### src/rtl/var_state.sv
// Per-variable state cell at the head of a clause-array column: holds the
// assignment, its level and mark, and handles decide/imply/conflict/backtrack.
module var_state #(
    parameter int unsigned WIDTH_LVL = 16
) (
    input  logic                 clk,
    input  logic                 rst_n,
    input  logic [2:0]           var_value_col_i,
    input  logic [WIDTH_LVL-1:0] var_lvl_col_i,
    input  logic                 decide_i,
    input  logic [1:0]           decide_val_i,
    input  logic [WIDTH_LVL-1:0] cur_lvl_i,
    input  logic                 bkt_i,
    input  logic [WIDTH_LVL-1:0] bkt_lvl_i,
    input  logic                 clr_mark_i,
    output logic [2:0]           var_value_o,
    output logic [WIDTH_LVL-1:0] var_lvl_o,
    output logic                 assigned_o,
    output logic                 implied_o,
    output logic                 conflict_o,
    output logic                 marked_o
);

    localparam logic [1:0] CODE_FREE  = 2'b00;
    localparam logic [1:0] CODE_CONFL = 2'b11;

    typedef enum logic [1:0] {
        ST_FREE     = 2'd0,
        ST_DECIDED  = 2'd1,
        ST_IMPLIED  = 2'd2,
        ST_CONFLICT = 2'd3
    } state_e;

    state_e               r_state;
    logic [WIDTH_LVL-1:0] r_lvl;

    logic [1:0] w_col_code;
    logic       w_imp_evt;
    logic       w_conf_drv;
    logic       w_dec_ok;
    logic       w_bkt_hit;

    assign w_col_code = var_value_col_i[2:1];
    assign w_imp_evt  = var_value_col_i[0];
    assign w_conf_drv = !var_value_col_i[0] && (w_col_code == CODE_CONFL);
    assign w_dec_ok   = decide_val_i[1] ^ decide_val_i[0];
    assign w_bkt_hit  = (r_state != ST_FREE) && (r_lvl > bkt_lvl_i);

    // Decoded from the registered value code, so it needs no flop of its own.
    assign assigned_o = (var_value_o[2:1] != CODE_FREE);

    always_ff @(posedge clk or negedge rst_n) begin
        if (!rst_n) begin
            r_state     <= ST_FREE;
            r_lvl       <= '0;
            var_value_o <= 3'b000;
            var_lvl_o   <= '0;
            implied_o   <= 1'b0;
            conflict_o  <= 1'b0;
            marked_o    <= 1'b0;
        end else begin
            implied_o <= 1'b0;
            if (bkt_i) begin
                // Backtrack owns the cycle; only a deeper assignment is undone.
                if (w_bkt_hit) begin
                    r_state     <= ST_FREE;
                    r_lvl       <= '0;
                    var_value_o <= 3'b000;
                    var_lvl_o   <= '0;
                    conflict_o  <= 1'b0;
                    marked_o    <= 1'b0;
                end else if (clr_mark_i) begin
                    marked_o <= 1'b0;
                end
            end else begin
                case (r_state)
                    ST_FREE: begin
                        if (w_imp_evt) begin
                            if (w_col_code == CODE_CONFL) begin
                                r_state     <= ST_CONFLICT;
                                r_lvl       <= var_lvl_col_i;
                                var_value_o <= 3'b000;
                                var_lvl_o   <= '0;
                                conflict_o  <= 1'b1;
                            end else if (w_col_code != CODE_FREE) begin
                                r_state     <= ST_IMPLIED;
                                r_lvl       <= var_lvl_col_i;
                                var_value_o <= {w_col_code, 1'b1};
                                var_lvl_o   <= var_lvl_col_i;
                                implied_o   <= 1'b1;
                            end
                        end else if (decide_i && w_dec_ok) begin
                            r_state     <= ST_DECIDED;
                            r_lvl       <= cur_lvl_i;
                            var_value_o <= {decide_val_i, 1'b0};
                            var_lvl_o   <= cur_lvl_i;
                        end
                        if (clr_mark_i) begin
                            marked_o <= 1'b0;
                        end
                    end
                    ST_DECIDED, ST_IMPLIED: begin
                        // A mark set in the same cycle as a clear takes precedence.
                        if (w_conf_drv) begin
                            marked_o <= 1'b1;
                        end else if (clr_mark_i) begin
                            marked_o <= 1'b0;
                        end
                    end
                    default: begin
                        if (clr_mark_i) begin
                            marked_o <= 1'b0;
                        end
                    end
                endcase
            end
        end
    end

endmodule

### config.mk
export PLATFORM = sky130hd
export DESIGN_NAME = var_state
export DESIGN_NICKNAME = d
export VERILOG_FILES = /design/src/rtl/var_state.sv
export SDC_FILE = /design/constraint.sdc
export NUM_CORES = 1
export LEC_CHECK = 0
export ABC_AREA = 1
export CAP_MARGIN = 20
export CORE_UTILIZATION = 51
export DETAILED_ROUTE_END_ITERATION = 6
export PLACE_DENSITY = 0.86
export SETUP_SLACK_MARGIN = 0.4
export SKIP_LAST_GASP = 1
export SYNTH_ARGS = -nofsm -noshare
export SYNTH_HDL_FRONTEND = slang
export SYNTH_SLANG_ARGS = --single-unit
### constraint.sdc
create_clock -name clk -period 4.5 [get_ports clk]
set_clock_uncertainty 0.05 [all_clocks]
set_input_delay 0.9 -clock clk [delete_from_list [all_inputs] [get_ports clk]]
set_output_delay 0.9 -clock clk [all_outputs]
set_load 0.05 [all_outputs]
Word-level counts from Yosys, hierarchy flattened
Cells that the tools add are included. W data, S select, Z words.

Output and inout port bits: 23. Word-level logic and storage cells: 69. Register bits: 40. Bits of input ports: 58.

Equality and inequality tests: 5. Order comparisons: 1. Muxes and demuxes: 40. Reductions and logical operators: 15. Bitwise operators: 1.

Operators with widths (count): $mux W16 (11); $mux W3 (7); $gt A16 B16 Y1 (1); $mux W1 (15); $mux W2 (7); $reduce_bool A2 Y1 (6); $reduce_and A4 Y1 (2); $eq A2 B2 Y1 const B (2); $ne A4 B1 Y1 const B (1); $logic_and A1 B1 Y1 (3); $reduce_bool A3 Y1 (1); $eq A2 B1 Y1 const B (1); $logic_not A2 Y1 (1); $ne A2 B1 Y1 const B (1); $reduce_or A2 Y1 (1); $logic_not A1 Y1 (1); $xor A1 B1 Y1 (1).

Depth between registers and ports, before layout
Word-level depth: 6. Gate-level depth with buffers: 17. Gate-level depth less buffers: 16.

Worst setup path before layout
OpenSTA, ideal clock, no wires.

Kind: in2reg. Start point: input port bkt_lvl_i[15]. End point: register var_lvl_o[0]. Setup time: 0.119 ns. Arrival: 2.146 ns. Stages on the path: 12. Buffers on the path: 2. Required time: 4.331 ns. Slack: 2.184 ns. Cell sequence: inv_1 ha_1 nand2_1 nor2_2 nand2_1 o21a_1 nand2_2 nand2_4 buf_6 buf_6 nand3_2 nand2_1.

Longest elaborated chain between the ends: 4.

RTL lines: start: declaration (line 14) `input logic [WIDTH_LVL-1:0] bkt_lvl_i,`; $gt A16 B16 Y1 (line 47) `assign w_bkt_hit = (r_state != ST_FREE) && (r_lvl > bkt_lvl_i);`; $logic_and A1 B1 Y1 (line 47); $ne A2 B1 Y1 (no line); $reduce_and A4 Y1 (no line); end signal: assignment (line 89) `var_lvl_o <= var_lvl_col_i;`; end signal: assignment (line 96) `var_lvl_o <= cur_lvl_i;`; end: declaration (line 17) `output logic [WIDTH_LVL-1:0] var_lvl_o,`.

No other way between the ends. A chain may end at the register's enable or synchronous reset.

Worst setup path after layout
Start point: input port bkt_i. End point: register var_lvl_o[10].

Longest elaborated chain between the ends: 2. Elaborated cells between the ends (all ways): 6. Those cells by class: eq/ne (2); mux (1); reduce/logical (3).

RTL lines: start: declaration (line 13) `input logic bkt_i,`; $ne A4 B1 Y1 (no line), or another cell as far along; $reduce_and A4 Y1 (no line).

Several ways; a longest one is shown, not always the timed one.

==> results.cfg <==
[sta]
layout_setup_ws_ns = 0.839
drv_slew = 0
maxSlewHeadroom_pct = 25.7
tightest_slew_ns = 1.11
timing.hold.ws_ns = 0.430
final-hold-violation-count = 0
period_needed_ns = 3.66
period_share_pct = 81.4
rsz0062_at_grt = no
tns_ns = 0
setup_violations = 0
max_freq_mhz = 273

[floorplanning]
ios = 81
initial_core_util_pct = 54.7
dieArea_sq_um = 5530
core.rowCount = 25
die_y_um = 74.4
die_x_um = 74.4
fp.coreArea_sq_um = 4880

[global_route]
grt_overflow = 0
grt_pass1_vias = 2510
grt_use_total_pct = 27.2
grt_pass1_wl_um = 11200
grt_max_degree = 41
antenna_found_initial = 0

[finish]
fin_cells = 498
stdcell_area_sq_um = 3560
drive_gt1_share_pct = 7.66
area_delta_synth_final_pct = 33.3
n_fill_cell = 385
final_common_cell = nand2_1
final_nets = 509
final_cell_mix = 115 x nand2_1, 79 x clkdlybuf4s50_1, 50 x inv_1
insertedDiodeCount = 0

[run_status]
status = complete, no violations

[critical_path]
endpoint = var_lvl_o[10]$_DFFE_PN0P_
reg2reg_setup_slack_ns = 2.08
crit_chain = clkdlybuf4s50_1, nor2_2, inv_2, a31oi_2, a21oi_4, nand2_4, nand2_1, nand2_1
worstSetupStartpointType = input port
cp_max_fo = 38
crit_family = buffers and inverters
cp_num_buf_inv = 2
r2r_start = r_lvl[15]$_DFFE_PN0P_
crit_arrival_ns = 3.78
worstSetupPathDepth = 8
r2r_cells = 12
critPathSlowestCell = clkdlybuf4s50_1
crit_top_cell = nand2_1
r2r_end = var_lvl_o[10]$_DFFE_PN0P_
timing.critical_path.to_type = flip-flop
cp_data_required_time_ns = 4.62
critPathLaunch = bkt_i
critPathKind = input port to flip-flop
max_stage_delay_ns = 0.85

[yosys]
avgSynthCellArea_sq_um = 7.44
synthTopCellsByArea = dfrtp_1 37%, nand2_1 16%, ha_1 9.8%
synth-seq-area-share_pct = 37.5
yosysTopAreaCell = dfrtp_1
ys_seq_elements = 40
synth_top_area_share_pct = 37.5
ys_types = 27
synth_nets = 438
syn_inst = 359
synth_area_sq_um = 2670
ys_warn_count = 0

[clock_network]
cts.reportedPaths.clkPinSlew_ns = 0.08
htreeDepth = 2
cts_setup_buffers = 0
postCtsHoldBufs = 0
clock_latency_ns = 0.29
cts_resized = 0
cts_root_buf = clkbuf_8
cts.path.max_buffers = 2
cts_inserted_buffers = 5
cts_sinks = 40
cts_tree = yes

[drt]
dr.first_iter.drc_count = 219
drt-total-wl_um = 6860
final_antenna_net_count = 0
wl_per_cell_um = 13.8
first_pass_iters = 4
vias = 2571
vias_per_cell = 5.16
route.detailed.drc = 0

[placed_design]
io_buffers = 80
placed_cells = 490
gp_congestion = 0.859
place_ws_ns = 0.615
placed_area_sq_um = 3430
hpwlAfterDp_um = 4970

[flow_run]
max-cap-violations = 0

[hold_path]
hold_start = var_lvl_o[11]$_DFFE_PN0P_
hold_class = flip-flop to flip-flop

[power]
ir_worst_vdd_mv = 0.399
powerDensity_nw_per_um2 = 528
power_leakage_nw = 1.92
==> sequential cells by signal (all words and copies together), names as in the netlist <==
signal	cells
conflict_o	1
r_state	2
implied_o	1
marked_o	1
r_lvl	16
var_value_o	3
var_lvl_o	16
==> logic make-up after synthesis <==
| group | share of synthesized area, % |
|---|---|
| flops | 37.5 |
| simple gates | 30.6 |
| compound gates | 10.2 |
| buf+inv | 11.9 |
| fa+ha+maj | 9.84 |
==> worst min path at each step <==
stage / cells past startpoint / endpoint / slack (ns)
3_5_place_dp: 2 / r_state[1]$_DFFE_PN0P_ / 0.42
4_1_cts: 2 / r_state[1]$_DFFE_PN0P_ / 0.43
3_3_place_gp: 2 / r_state[1]$_DFFE_PN0P_ / 0.40
2_1_floorplan: 2 / r_lvl[0]$_DFFE_PN0P_ / 0.39
5_1_grt: 2 / r_lvl[3]$_DFFE_PN0P_ / 0.46
6_report: 2 / var_lvl_o[11]$_DFFE_PN0P_ / 0.43
==> worst reg2reg max path: stages, from the launching register on <==
cell	delay (ns)
dfrtp_1	0.42
ha_1	0.31
nand2_1	0.08
nor2_2	0.13
nand2_1	0.08
inv_1	0.06
nand2_1	0.05
nand2_1	0.08
nand2_2	0.08
nand2_4	0.36
nand2_4	0.37
nand2_1	0.16
nand2_1	0.08
==> power by group <==
group	total [W]	internal, W	switching (W)
Sequential	0.000586	0.000493	0.0000928
Clock	0.000322	0.000196	0.000126
Combinational	0.000971	0.000330	0.000641
==> metal layers <==
metal / track usage, % / wire length (um)
met5: 0 / 0
met3: 5.69 / 411
met4: 9.64 / 139
met2: 44.6 / 3310
met1: 35.8 / 3000
==> cells in the mapped netlist <==
cell type and n:
nand2_1 115, inv_1 50, dfrtp_1 40, nand3_1 30, a21oi_1 24, ha_1 21
nor2_1 18, o22ai_1 12, nand3_2 10, buf_4 4, buf_6 4, inv_2 4
nor2_2 4, o21ai_0 4, buf_2 3, clkbuf_1 3, clkbuf_4 2, nand2_4 2
a21o_1 1, a21oi_4 1, a22oi_1 1, a31oi_2 1, nand2_2 1, nand4_1 1
o21a_1 1, o21ai_1 1, or2_2 1
==> final cells by class <==
| class | instances | area [sq um] | share of cell area (%) |
|---|---|---|---|
| multi-input combinational | 249 | 1350 | 37.9 |
| sequential | 40 | 1000 | 28.1 |
| timing repair buffer | 80 | 796 | 22.4 |
| inverter | 54 | 203 | 5.69 |
| clock buffer | 7 | 96.3 | 2.71 |
| tap | 67 | 83.8 | 2.36 |
| clock inverter | 1 | 30.0 | 0.844 |
==> per-stage QoR <==
stage / util, % / power, W
detailed placement: 70.4 / 0.00155
finish: 72.9 / 0.00188
floorplan: - / 0.00125
global route: 72.9 / 0.00200
global placement: 70.4 / 0.00152
CTS: 72.9 / 0.00188
No activity file was read; power rests on OpenSTA's default activity.
